**config.mk**
```make
export PLATFORM = sky130hd
export DESIGN_NAME = instr_fetch_queue_flat
export DESIGN_NICKNAME = d
export VERILOG_FILES = /design/src/rtl/instr_fetch_queue_if.sv /design/src/rtl/instr_fetch_queue.sv /design/src/flat_wrapper.sv
export SDC_FILE = /design/constraint.sdc
export NUM_CORES = 1
export LEC_CHECK = 0
export BUFFER_PORTS_ARGS = -buffer_cell sky130_fd_sc_hd__buf_2
export CORE_MARGIN = 4
export CORE_UTILIZATION = 45
export CTS_CLUSTER_DIAMETER = 200
export DETAILED_ROUTE_END_ITERATION = 16
export PLACE_DENSITY = 0.62
export SLEW_MARGIN = 20
export SYNTH_ARGS = -nofsm -noshare
export SYNTH_HDL_FRONTEND = slang
export SYNTH_SLANG_ARGS = --single-unit
```
**constraint.sdc**
```tcl
create_clock -name clock -period 13.5 [get_ports clock]
set_clock_uncertainty 0.05 [all_clocks]
set_input_delay 2.7 -clock clock [delete_from_list [all_inputs] [get_ports clock]]
set_output_delay 2.7 -clock clock [all_outputs]
set_load 0.02 [all_outputs]
```
**src/rtl/instr_fetch_queue_if.sv**
```systemverilog
// Instruction fetch queue bus: fetch-group input side, decode-group output
// side and the occupancy readout, bundled for the queue and its neighbours.
// The master view belongs to the loader/decoder side and the slave view to
// the queue itself.
interface instr_fetch_queue_if #(
    parameter int XLEN  = 32,
    parameter int WAYS  = 2,
    parameter int DEPTH = 8
);
    localparam int OCC_W = $clog2(DEPTH + 1);

    logic [WAYS-1:0]            in_valid;
    logic [WAYS-1:0][XLEN-1:0]  in_address;
    logic [WAYS-1:0][31:0]      in_instr;
    logic                       in_ready;

    logic [WAYS-1:0]            out_valid;
    logic [WAYS-1:0][XLEN-1:0]  out_address;
    logic [WAYS-1:0][31:0]      out_instr;
    logic                       out_ready;

    logic [OCC_W-1:0]           occupancy;

    modport master (
        output in_valid, in_address, in_instr, out_ready,
        input  in_ready, out_valid, out_address, out_instr, occupancy
    );

    modport slave (
        input  in_valid, in_address, in_instr, out_ready,
        output in_ready, out_valid, out_address, out_instr, occupancy
    );
endinterface

```
**src/rtl/instr_fetch_queue.sv**
```systemverilog
// N-way instruction fetch queue between the loader and the decoders.
// Sparse fetch lanes are compacted into a circular buffer and the oldest
// WAYS entries are presented to the decoders in program order.
// Optional build macro INSTR_FETCH_QUEUE_BYPASS_EN: when the queue is empty
// the compacted fetch group is shown on the outputs in the same cycle and,
// if taken, never written into storage.
// The reset port is asynchronous and active-low.
module instr_fetch_queue #(
    parameter int XLEN  = 32,
    parameter int WAYS  = 2,
    parameter int DEPTH = 8
) (
    input  logic               clock,
    input  logic               reset,
    input  logic               flush,
    instr_fetch_queue_if.slave bus
);
    localparam int PTR_W = $clog2(DEPTH);
    localparam int CNT_W = $clog2(DEPTH + 1);

    logic [PTR_W-1:0] head;
    logic [PTR_W-1:0] tail;
    logic [CNT_W-1:0] count;

    logic [XLEN-1:0] mem_address [DEPTH];
    logic [31:0]     mem_instr   [DEPTH];

    logic [CNT_W-1:0]          offs [WAYS];
    logic [CNT_W-1:0]          in_count;
    logic [WAYS-1:0]           comp_valid;
    logic [WAYS-1:0][XLEN-1:0] comp_address;
    logic [WAYS-1:0][31:0]     comp_instr;

    logic             space_ok;
    logic             bypass;
    logic             write_en;
    logic [CNT_W-1:0] enq_count;
    logic [CNT_W-1:0] deq_count;

    // Room for a whole group is judged from the registered count only, so a
    // dequeue in the same cycle never lends space to the loader.
    assign space_ok     = (count <= CNT_W'(DEPTH - WAYS));
    assign bus.in_ready = reset & space_ok;

`ifdef INSTR_FETCH_QUEUE_BYPASS_EN
    assign bypass = (count == '0) && !flush && space_ok;
`else
    assign bypass = 1'b0;
`endif

    // Destination slot of each fetch lane: the number of valid lanes below it.
    always_comb begin
        in_count = '0;
        for (int i = 0; i < WAYS; i++) begin
            offs[i]  = in_count;
            in_count = in_count + CNT_W'(bus.in_valid[i]);
        end
    end

    // Squeeze the sparse fetch lanes into a dense group, lowest lane first.
    always_comb begin
        comp_valid   = '0;
        comp_address = '0;
        comp_instr   = '0;
        for (int j = 0; j < WAYS; j++) begin
            comp_valid[j] = (CNT_W'(j) < in_count);
            for (int i = 0; i < WAYS; i++) begin
                if (bus.in_valid[i] && (offs[i] == CNT_W'(j))) begin
                    comp_address[j] = bus.in_address[i];
                    comp_instr[j]   = bus.in_instr[i];
                end
            end
        end
    end

    // Handshake bookkeeping: what is written and what is retired this cycle.
    always_comb begin
        write_en  = space_ok && (|bus.in_valid) && !flush && !(bypass && bus.out_ready);
        enq_count = write_en ? in_count : '0;
        deq_count = '0;
        if (bus.out_ready) begin
            deq_count = (count < CNT_W'(WAYS)) ? count : CNT_W'(WAYS);
        end
    end

    // Pointer and count registers; flush wins over any enqueue or dequeue.
    always_ff @(posedge clock or negedge reset) begin
        if (!reset) begin
            head  <= '0;
            tail  <= '0;
            count <= '0;
        end else if (flush) begin
            head  <= '0;
            tail  <= '0;
            count <= '0;
        end else begin
            head  <= head + PTR_W'(deq_count);
            tail  <= tail + PTR_W'(enq_count);
            count <= count + enq_count - deq_count;
        end
    end

    // Storage write of the compacted group starting at tail, wrapping mod DEPTH.
    always_ff @(posedge clock) begin
        if (write_en) begin
            for (int j = 0; j < WAYS; j++) begin
                if (comp_valid[j]) begin
                    mem_address[tail + PTR_W'(j)] <= comp_address[j];
                    mem_instr[tail + PTR_W'(j)]   <= comp_instr[j];
                end
            end
        end
    end

    // Decoder view: oldest entries from head onwards, valid as a lane prefix.
    always_comb begin
        bus.out_valid   = '0;
        bus.out_address = '0;
        bus.out_instr   = '0;
        for (int i = 0; i < WAYS; i++) begin
            bus.out_valid[i]   = (CNT_W'(i) < count);
            bus.out_address[i] = mem_address[head + PTR_W'(i)];
            bus.out_instr[i]   = mem_instr[head + PTR_W'(i)];
        end
`ifdef INSTR_FETCH_QUEUE_BYPASS_EN
        if (bypass && reset) begin
            bus.out_valid   = comp_valid;
            bus.out_address = comp_address;
            bus.out_instr   = comp_instr;
        end
`endif
        bus.occupancy = count;
    end
endmodule
```
**src/flat_wrapper.sv**
```systemverilog
// flat-port wrapper written by rule: the top's interface ports become plain ports
module instr_fetch_queue_flat 
#(
    parameter int XLEN  = 32,
    parameter int WAYS  = 2,
    parameter int DEPTH = 8
)
  (clock, reset, flush, bus_in_valid, bus_in_address, bus_in_instr, bus_out_ready, bus_in_ready, bus_out_valid, bus_out_address, bus_out_instr, bus_occupancy);
  instr_fetch_queue_if #(.XLEN(XLEN), .WAYS(WAYS), .DEPTH(DEPTH)) bus_i ();
  input  logic clock;
  input  logic reset;
  input  logic flush;
  input wire logic [$bits(bus_i.in_valid)-1:0] bus_in_valid;
  input wire logic [$bits(bus_i.in_address)-1:0] bus_in_address;
  input wire logic [$bits(bus_i.in_instr)-1:0] bus_in_instr;
  input wire logic [$bits(bus_i.out_ready)-1:0] bus_out_ready;
  output wire logic [$bits(bus_i.in_ready)-1:0] bus_in_ready;
  output wire logic [$bits(bus_i.out_valid)-1:0] bus_out_valid;
  output wire logic [$bits(bus_i.out_address)-1:0] bus_out_address;
  output wire logic [$bits(bus_i.out_instr)-1:0] bus_out_instr;
  output wire logic [$bits(bus_i.occupancy)-1:0] bus_occupancy;
  assign bus_i.in_valid = bus_in_valid;
  assign bus_i.in_address = bus_in_address;
  assign bus_i.in_instr = bus_in_instr;
  assign bus_i.out_ready = bus_out_ready;
  assign bus_in_ready = bus_i.in_ready;
  assign bus_out_valid = bus_i.out_valid;
  assign bus_out_address = bus_i.out_address;
  assign bus_out_instr = bus_i.out_instr;
  assign bus_occupancy = bus_i.occupancy;
  instr_fetch_queue #(.XLEN(XLEN), .WAYS(WAYS), .DEPTH(DEPTH)) u_core (.clock(clock), .reset(reset), .flush(flush), .bus(bus_i));
endmodule
```
Word level (Yosys, flattened, before mapping)
Memory sizes are Yosys's and may differ from the RTL's.
Index checks and enable logic that the tools add are counted.
Operators by class
  order comparisons: 6
  shifts and indexed selects: 0
  reduce and logical (&&, ||, !) cells: 7
  eq/ne operators: 0
  $add $sub $neg: 7
  bitwise operators: 1
  multiplexer cells: 18
  multiply operators: 0
  divide/modulo/power cells: 0
Operators with widths (number)
  $mux 32: 6
  $lt 1x4->1 const A: 4
  $mux 4: 4
  $add 3x1->3 const B: 2
  $add 3x3->3: 2
  $mux 1: 6
  $mux 3: 2
  $add 4x4->4: 1
  $le 4x3->1 const B: 1
  $logic_and 1x1->1: 4
  $logic_not 4->1: 1
  $lt 4x2->1 const B: 1
  $sub 4x4->4: 1
  $add 1x1->2: 1
  $reduce_or 2->1: 1
  $and 1x1->1: 1
  $logic_not 1->1: 1
Word-level totals
  input port bits: 134
  output and inout port bits: 135
  RAM bits: 512
  memories: 2
  bits in latches: 0
  register bits: 10
  bits in read-only memories: 0
  word-level logic and storage cells: 44
Memory list
  u_core.mem_address: depth 8, width 32, rd ports 2, clocked after memory_dff 0, write ports 2, line instr_fetch_queue.sv:25  | logic [XLEN-1:0] mem_address [DEPTH];
  u_core.mem_instr: depth 8, width 32, rd ports 2, clocked after memory_dff 0, write ports 2, line instr_fetch_queue.sv:26  | logic [31:0] mem_instr [DEPTH];

Depth between registers and ports, before layout
Gate-level depths: netlist (run 1).
  depth after elaboration: 7
  depth in mapped cells: 10
  mapped depth without buffers: 9

Worst setup path after synthesis (run 1)
Ideal clock, no wire load.
  kind: in2reg
  start: input bus_in_valid[0]
  end: memory u_core.mem_address[2][0] (enable)
  data arrival time: 6414 ps
  setup slack: 6549 ps
  library setup time: 487 ps
  stages: 6
  cells stage by stage: inv_1 > ha_1 > nor2_1 > buf_2 > nand2_1 > nor2_1
RTL lines
  from (decl): line flat_wrapper.sv:13  | input wire logic [$bits(bus_i.in_valid)-1:0] bus_in_valid;
  to (decl): line instr_fetch_queue.sv:25

Worst setup path after layout (run 1)
  start: register u_core.head[1]
  end: output bus_out_instr[57]
On the way
  longest elaborated chain between the ends: 2
RTL lines
  from (decl): line instr_fetch_queue.sv:21  | logic [PTR_W-1:0] head;
  from (signal assigned): line instr_fetch_queue.sv:97  | head <= head + PTR_W'(deq_count);
  $add 3x1->3: line instr_fetch_queue.sv:123  | bus.out_instr[i] = mem_instr[head + PTR_W'(i)];
  $mem_v2 8x32
  to (decl): line flat_wrapper.sv:20  | output wire logic [$bits(bus_i.out_instr)-1:0] bus_out_instr;
Every way passes these cells.

==> results by group, run 1 <==
Die
  – Area of the core: 0.0689 mm2
  – FP Rows: 96
  – Initial Utilization: 0.456
  – DIE HEIGHT: 272 um
  – Die width: 272 um
  – Top Ports: 269
  – Die area: 0.0741 mm2

Clocking
  – Clk pin slew, worst setup/hold paths: 0.07 ns
  – Post-CTS Hold Fix Bufs: 0
  – CTS Sinks: 522
  – Max Root-Sink Buffers: 3
  – Post-CTS Setup Repair Bufs: 0
  – Clock root cell: clkbuf_16
  – PostCTS Resize Cnt: 0
  – Clock Latency Late Sink: 0.63 ns
  – CTS HTree Levels: 2
  – TritonCTS Buffers: 59
  – TritonCTS clock tree: done

Yosys
  – Yosys cell types: 39
  – Top post-synthesis cells by area: edfxtp_1 49%, mux2_2 20%, mux4_2 18%
  – Post-synthesis async set-or-reset flop share: 0.0192
  – Syn Nets: 1928
  – Yosys top cell area share: 0.489
  – #FFs+latches synth: 522
  – Number of enable flip-flop cells after synthesis: 512
  – Most frequent cells after synthesis: 557 x mux2_2, 512 x edfxtp_1, 256 x mux4_2
  – Synth Area per Inst: 17.7 um2
  – Sequential fraction of the synthesis area: 0.497
  – Cell with the most instances after synthesis: mux2_2
  – Mapped cell area: 0.0314 mm2
  – Area leader, netlist: edfxtp_1
  – Main synth FF type: edfxtp_1
  – Gate count after technology mapping: 1778
  – Yosys warnings: 0

GRT
  – Vias in the first global route: 19400
  – Largest net degree at the start of global routing: 137
  – Initial antenna violation count: 10
  – Total gr overflow: 0
  – Global Route Usage Sum: 0.238
  – First-pass GRT wire length: 131000 um

Detailed routing
  – Met3 wire len: 5420 um
  – Post-route DRC: 0
  – Number of routed nets with antenna violations: 0
  – DR WL/cell: 30.8 um
  – Iteration-0 DRC Markers: 1470
  – M1 WL: 38000 um
  – Highest metal used: met5
  – Via count: 18100
  – WL final: 89800 um
  – Vias per cell: 6.21
  – DR WL met2: 44400 um
  – Drt first pass iters: 5

Power and ir drop
  – Peak VDD IR: 124 uV
  – Pwr Density: 154 mW/mm2
  – Clock power share: 0.288
  – P_sw: 1.73 mW
  – Leakage power total: 12.3 nW
  – Comb pwr share: 0.348
  – Sw Ratio: 0.322
  – Internal Power: 3.64 mW
  – Seq pwr share: 0.364
  – Tot Pwr: 5.37 mW

Timing
  – Worst slew pin tran: 1.15 ns
  – Final Hold Viols: 0
  – Slew margin rel.: 0.232
  – Final setup margin: 6.21 ns
  – Unrepaired setup endpoints after global routing: false
  – Max Clk Rate: 137 MHz
  – Tmin final: 7.29 ns
  – Part of the cycle the worst path needs: 0.540
  – Final Max Slew Viols: 0
  – Setup TNS: 0 ns
  – Finish-stage setup viols: 0
  – Worst hold slack: 0.734 ns

Job
  – Max Cap Viol: 0

Layout
  – Share of cells above drive strength 1: 0.645
  – Nets: 2089
  – Post-route cell area: 0.0350 mm2
  – Synth-to-Final Area Change: 11.3%

Critical path
  – Crit path max fanout: 66
  – CP Data Arrival Time: 4.54 ns
  – Crit Path Class: reg -> out
  – CP Capture Type: output port
  – Startpoint types: register
  – WP data required: 10.75 ns

Placed design
  – Pre-CTS WS: 6.84 ns
  – Port Buf Inserts: 268
  – Placer Congestion: 0.758
  – DP HPWL: 49400 um
  – Dpl cell area: 0.0331 mm2

Worst hold path
  – Hold/Removal Path Class: reg -> reg

Status
  – Outcome: finished clean
-- metrics by stage --
| stage | util | instances |
|---|---|---|
| floorplan | - | 1778 |
| CTS | 0.507 | 2915 |
| global placement | 0.481 | 2809 |
| finish | 0.507 | 2919 |
| global route | 0.507 | 2916 |
| detailed placement | 0.481 | 2809 |
-- power groups by stage --
| stage | clock [mW] | sequential (mW) | combinational [mW] |
|---|---|---|---|
| finish | 1.54 | 1.96 | 1.87 |
| global route | 1.63 | 1.97 | 1.99 |
| CTS | 1.57 | 1.96 | 1.89 |
| detailed placement | 0 | 1.99 | 1.88 |
| global placement | 0 | 1.99 | 1.87 |
| floorplan | 0 | 1.94 | 1.37 |
-- sequential cells by signal, indices dropped and copies added, names as in the netlist --
name / flops
u_core.bus.occupancy: 4
u_core.head: 3
u_core.mem_address: 256
u_core.mem_instr: 256
u_core.tail: 3
-- final cells by class --
cell class | count | area [um2]
Tap cell | 931 | 1160
Clock buffer | 72 | 1570
Fill cell | 5834 | 34000
Antenna cell | 4 | 10.0
Inverter | 8 | 30.0
Sequential cell | 522 | 15600
Timing Repair Buffer | 303 | 1620
Clock inverter | 34 | 248
Multi-Input combinational cell | 1045 | 14700
-- layer usage --
metal,up-vias,track usage
li1,7682,-
met1,9728,0.326
met2,571,0.398
met3,125,0.0450
met4,12,0.0531
met5,-,0
-- path summary, 6_finish.rpt --
path,start,endpoint,slack [ns],cells after the start
worst min-delay path,u_core.bus.occupancy[3],u_core.bus.occupancy[3],0.73,3
worst max-delay path,u_core.head[1],bus_out_instr[57],6.21,5
min in group asynchronous,reset,u_core.bus.occupancy[1],1.91,1
worst max register to register,u_core.tail[0],u_core.mem_address[2][18],9.57,5
worst min register to register,u_core.bus.occupancy[3],u_core.bus.occupancy[3],0.73,3
max in group asynchronous,reset,u_core.head[2],11.20,1
-- critical path, cell delays in order, from the launching register on --
cell	delay [ns]
dfrtp_4	0.75
ha_4	1.14
buf_4	0.96
mux4_2	0.43
mux2_2	0.30
buf_2	0.17
-- kinds of logic after synthesis --
family                     after synthesis  synth area share
AOI/OAI and AO/OA                       77            0.0210
xor gates and xnor gates                 7           0.00279
adders and majority gates               16           0.00733
buffers and inverters                  211            0.0387
DFF                                    522             0.497
muxes                                  896             0.421
other                                    1          0.000119
and+or+nand+nor                         48            0.0120
-- layout by cell type (no fill, tap or decap), drive strengths merged, types with 4 or more instances in the layout --
master	n
fa	4
clkinv	28
nor2	14
diode	4
dfrtp	10
buf	303
inv	8
edfxtp	512
bufinv	4
nand2	7
ha	12
and3	4
a22o	63
xnor2	4
nand4	8
mux4	256
nor2b	7
clkbuf	72
mux2	640
Note: power is estimated with default switching activity, not from simulation.
==> run 2, diff against run 1 <==
Settings changed: PLACE_DENSITY 0.62 to 0.64.
Clock period 13.5 ns to 6.4 ns, I/O delays scaled along.
==> results by group, run 2 (synthesis results as in run 1) <==
Clocking
  – Max Root-Sink Buffers: 3 (unchanged)
  – Clock root cell: clkbuf_16
  – Clk pin slew, worst setup/hold paths: 0.06 ns (about the same)
  – Post-CTS Setup Repair Bufs: 0 (unchanged)
  – Clock Latency Late Sink: 0.63 ns (about the same)
  – TritonCTS clock tree: done
  – CTS Sinks: 522 (unchanged)
  – PostCTS Resize Cnt: 0 (unchanged)
  – CTS HTree Levels: 2 (unchanged)
  – Post-CTS Hold Fix Bufs: 0 (unchanged)
  – TritonCTS Buffers: 60 (+1.7%)

Critical path
  – Highest-delay cell along the critical path: ha_4
  – R2r endpoint: u_core.mem_instr[1][3]
  – Reg2reg start: u_core.tail[0]
  – Crit Path Class: reg -> out
  – Setup crit start: u_core.head[0]
  – CP Capture Type: output port
  – CP peak stage delay: 1.05 ns (-0.09 ns)
  – Startpoint types: register
  – Critical Path, Cell by Cell: ha_4 > buf_4 > mux4_2 > mux2_2 > buf_2
  – CP Data Arrival Time: 3.77 ns (-0.77 ns)
  – WP data required: 5.07 ns (-5.68 ns)
  – Cells on worst reg2reg path: 5 (unchanged)
  – Crit path max fanout: 54 (-18%)
  – Reg2reg setup slack: 2.70 ns (-6.87 ns)

Timing
  – Final Hold Viols: 0 (unchanged)
  – Final Max Slew Viols: 0 (unchanged)
  – Unrepaired setup endpoints after global routing: false
  – Worst slew pin tran: 1.08 ns (-0.0765 ns)
  – Part of the cycle the worst path needs: 0.796
  – Setup TNS: 0 ns (unchanged)
  – Slew margin rel.: 0.283 (+0.0510)
  – Finish-stage setup viols: 0 (unchanged)
  – Tmin final: 5.10 ns
  – Max Clk Rate: 196 MHz

Layout
  – Share of cells above drive strength 1: 0.649 (+0.00349)
  – Multi-input gate area: 0.0147 mm2 (unchanged)
  – Most frequent cells in the layout: 557 x mux2_2, 512 x edfxtp_1, 268 x buf_2
  – Synth-to-Final Area Change: 12.0%
  – Commonest non-fill, non-tap cell in the layout: mux2_2
  – Filler cells: 5752 (-1.4%)
  – Nets: 2100 (+0.53%)
  – Register Area: 0.0156 mm2 (unchanged)
  – Post-route cell area: 0.0352 mm2 (+0.63%)

GRT
  – Met1 Usage GRT: 0.325 (-0.00132)
  – Largest net degree at the start of global routing: 125 (-8.8%)
  – First-pass GRT wire length: 129000 um (-1.2%)
  – GRT met2 Usage: 0.387 (-0.0110)
  – Vias in the first global route: 19400 (+0.12%)
  – Met3 Use GR: 0.0410 (-0.00405)
  – Initial antenna violation count: 7 (-3)
  – Total gr overflow: 0 (unchanged)
  – Busiest layer in global routing: met2
  – Global Route Usage Sum: 0.234 (-0.00342)

Detailed routing
  – Drt first pass iters: 5 (unchanged)
  – Number of routed nets with antenna violations: 0 (unchanged)
  – Post-route DRC: 0 (unchanged)
  – Iteration-0 DRC Markers: 1727 (+17%)
  – Vias per cell: 6.27 (+0.94%)
  – DR WL/cell: 30.2 um (-1.8%)
  – WL final: 88600 um (-1.4%)
  – Via count: 18400 (+1.4%)

Die
  – Top Ports: 269 (unchanged)
  – Area of the core: 0.0689 mm2 (unchanged)
  – Initial Utilization: 0.456 (unchanged)
  – Die area: 0.0741 mm2 (unchanged)
  – FP Rows: 96 (unchanged)
  – DIE HEIGHT: 272 um (unchanged)
  – Die width: 272 um (unchanged)

Worst hold path
  – Hold/Removal Path Class: in -> async

Job
  – Max Cap Viol: 0 (unchanged)

Placed design
  – Placer Congestion: 0.772 (+1.8%)
  – Port Buf Inserts: 268 (unchanged)
  – Dpl cell area: 0.0333 mm2 (+0.45%)
  – DP HPWL: 49800 um (+0.90%)

Power and ir drop
  – Pwr Density: 325 mW/mm2 (+110%)
  – Peak VDD IR: 299 uV (+140%)
  – Leakage power total: 12.4 nW (+0.82%)

Status
  – Outcome: finished clean
==> run 2: cell type report <==
cell class | instances | share of cell area
diodes | 4 | 0.000285
clock buffers | 83 | 0.0469
clock inverters | 27 | 0.00669
inverters | 8 | 0.000854
multi-input cells | 1045 | 0.417
flip-flops and latches | 522 | 0.445
well taps | 931 | 0.0331
repair buffers | 313 | 0.0502
==> run 2: critical path, delay by kind of cell, from the launching register on <==
family,cells,cell delay [ns]
adders and majority gates,1,1.05
muxes,2,0.67
DFF,1,0.74
buffers and inverters,2,0.65
==> run 2: worst max path at each step <==
| stage | to | slack (ns) | cells after the start |
|---|---|---|---|
| final | bus_out_instr[53] | 1.30 | 5 |
| after global routing | bus_out_instr[53] | 1.12 | 5 |
| after CTS | bus_out_instr[54] | 1.22 | 5 |
| after detailed placement | bus_out_instr[54] | 1.89 | 5 |
| after global placement | bus_out_instr[54] | 1.92 | 5 |
| after floorplan | u_core.mem_address[2][0] | 0.87 | 6 |
==> run 2: power by group <==
part | total [mW] | switching [mW] | leakage (nW) | internal [mW]
combinational | 3.98 | 2.14 | 6.64 | 1.84
sequential | 4.10 | 0.138 | 4.83 | 3.97
clock | 3.35 | 1.40 | 0.912 | 1.95
==> run 2: metrics by stage <==
stage          total power [mW]  cells  utilization  setup WS (ns)  hold WS [ns]
3_5_place_dp               8.19   2819        0.483           1.89         0.679
6_report                   11.4   2933        0.510           1.30         0.462
2_1_floorplan              7.00   1778            -          0.869         0.562
3_3_place_gp               8.15   2819        0.483           1.92         0.635
5_1_grt                    11.9   2930        0.510           1.12         0.455
4_1_cts                    11.5   2929        0.510           1.22         0.439
==> run 2: layer usage <==
| metal | vias to the layer above | routed length (um) |
|---|---|---|
| met1 | 9730 | 37300 |
| li1 | 7732 | - |
| met3 | 134 | 6140 |
| met2 | 774 | 43000 |
| met4 | 6 | 2160 |
| met5 | - | 45 |
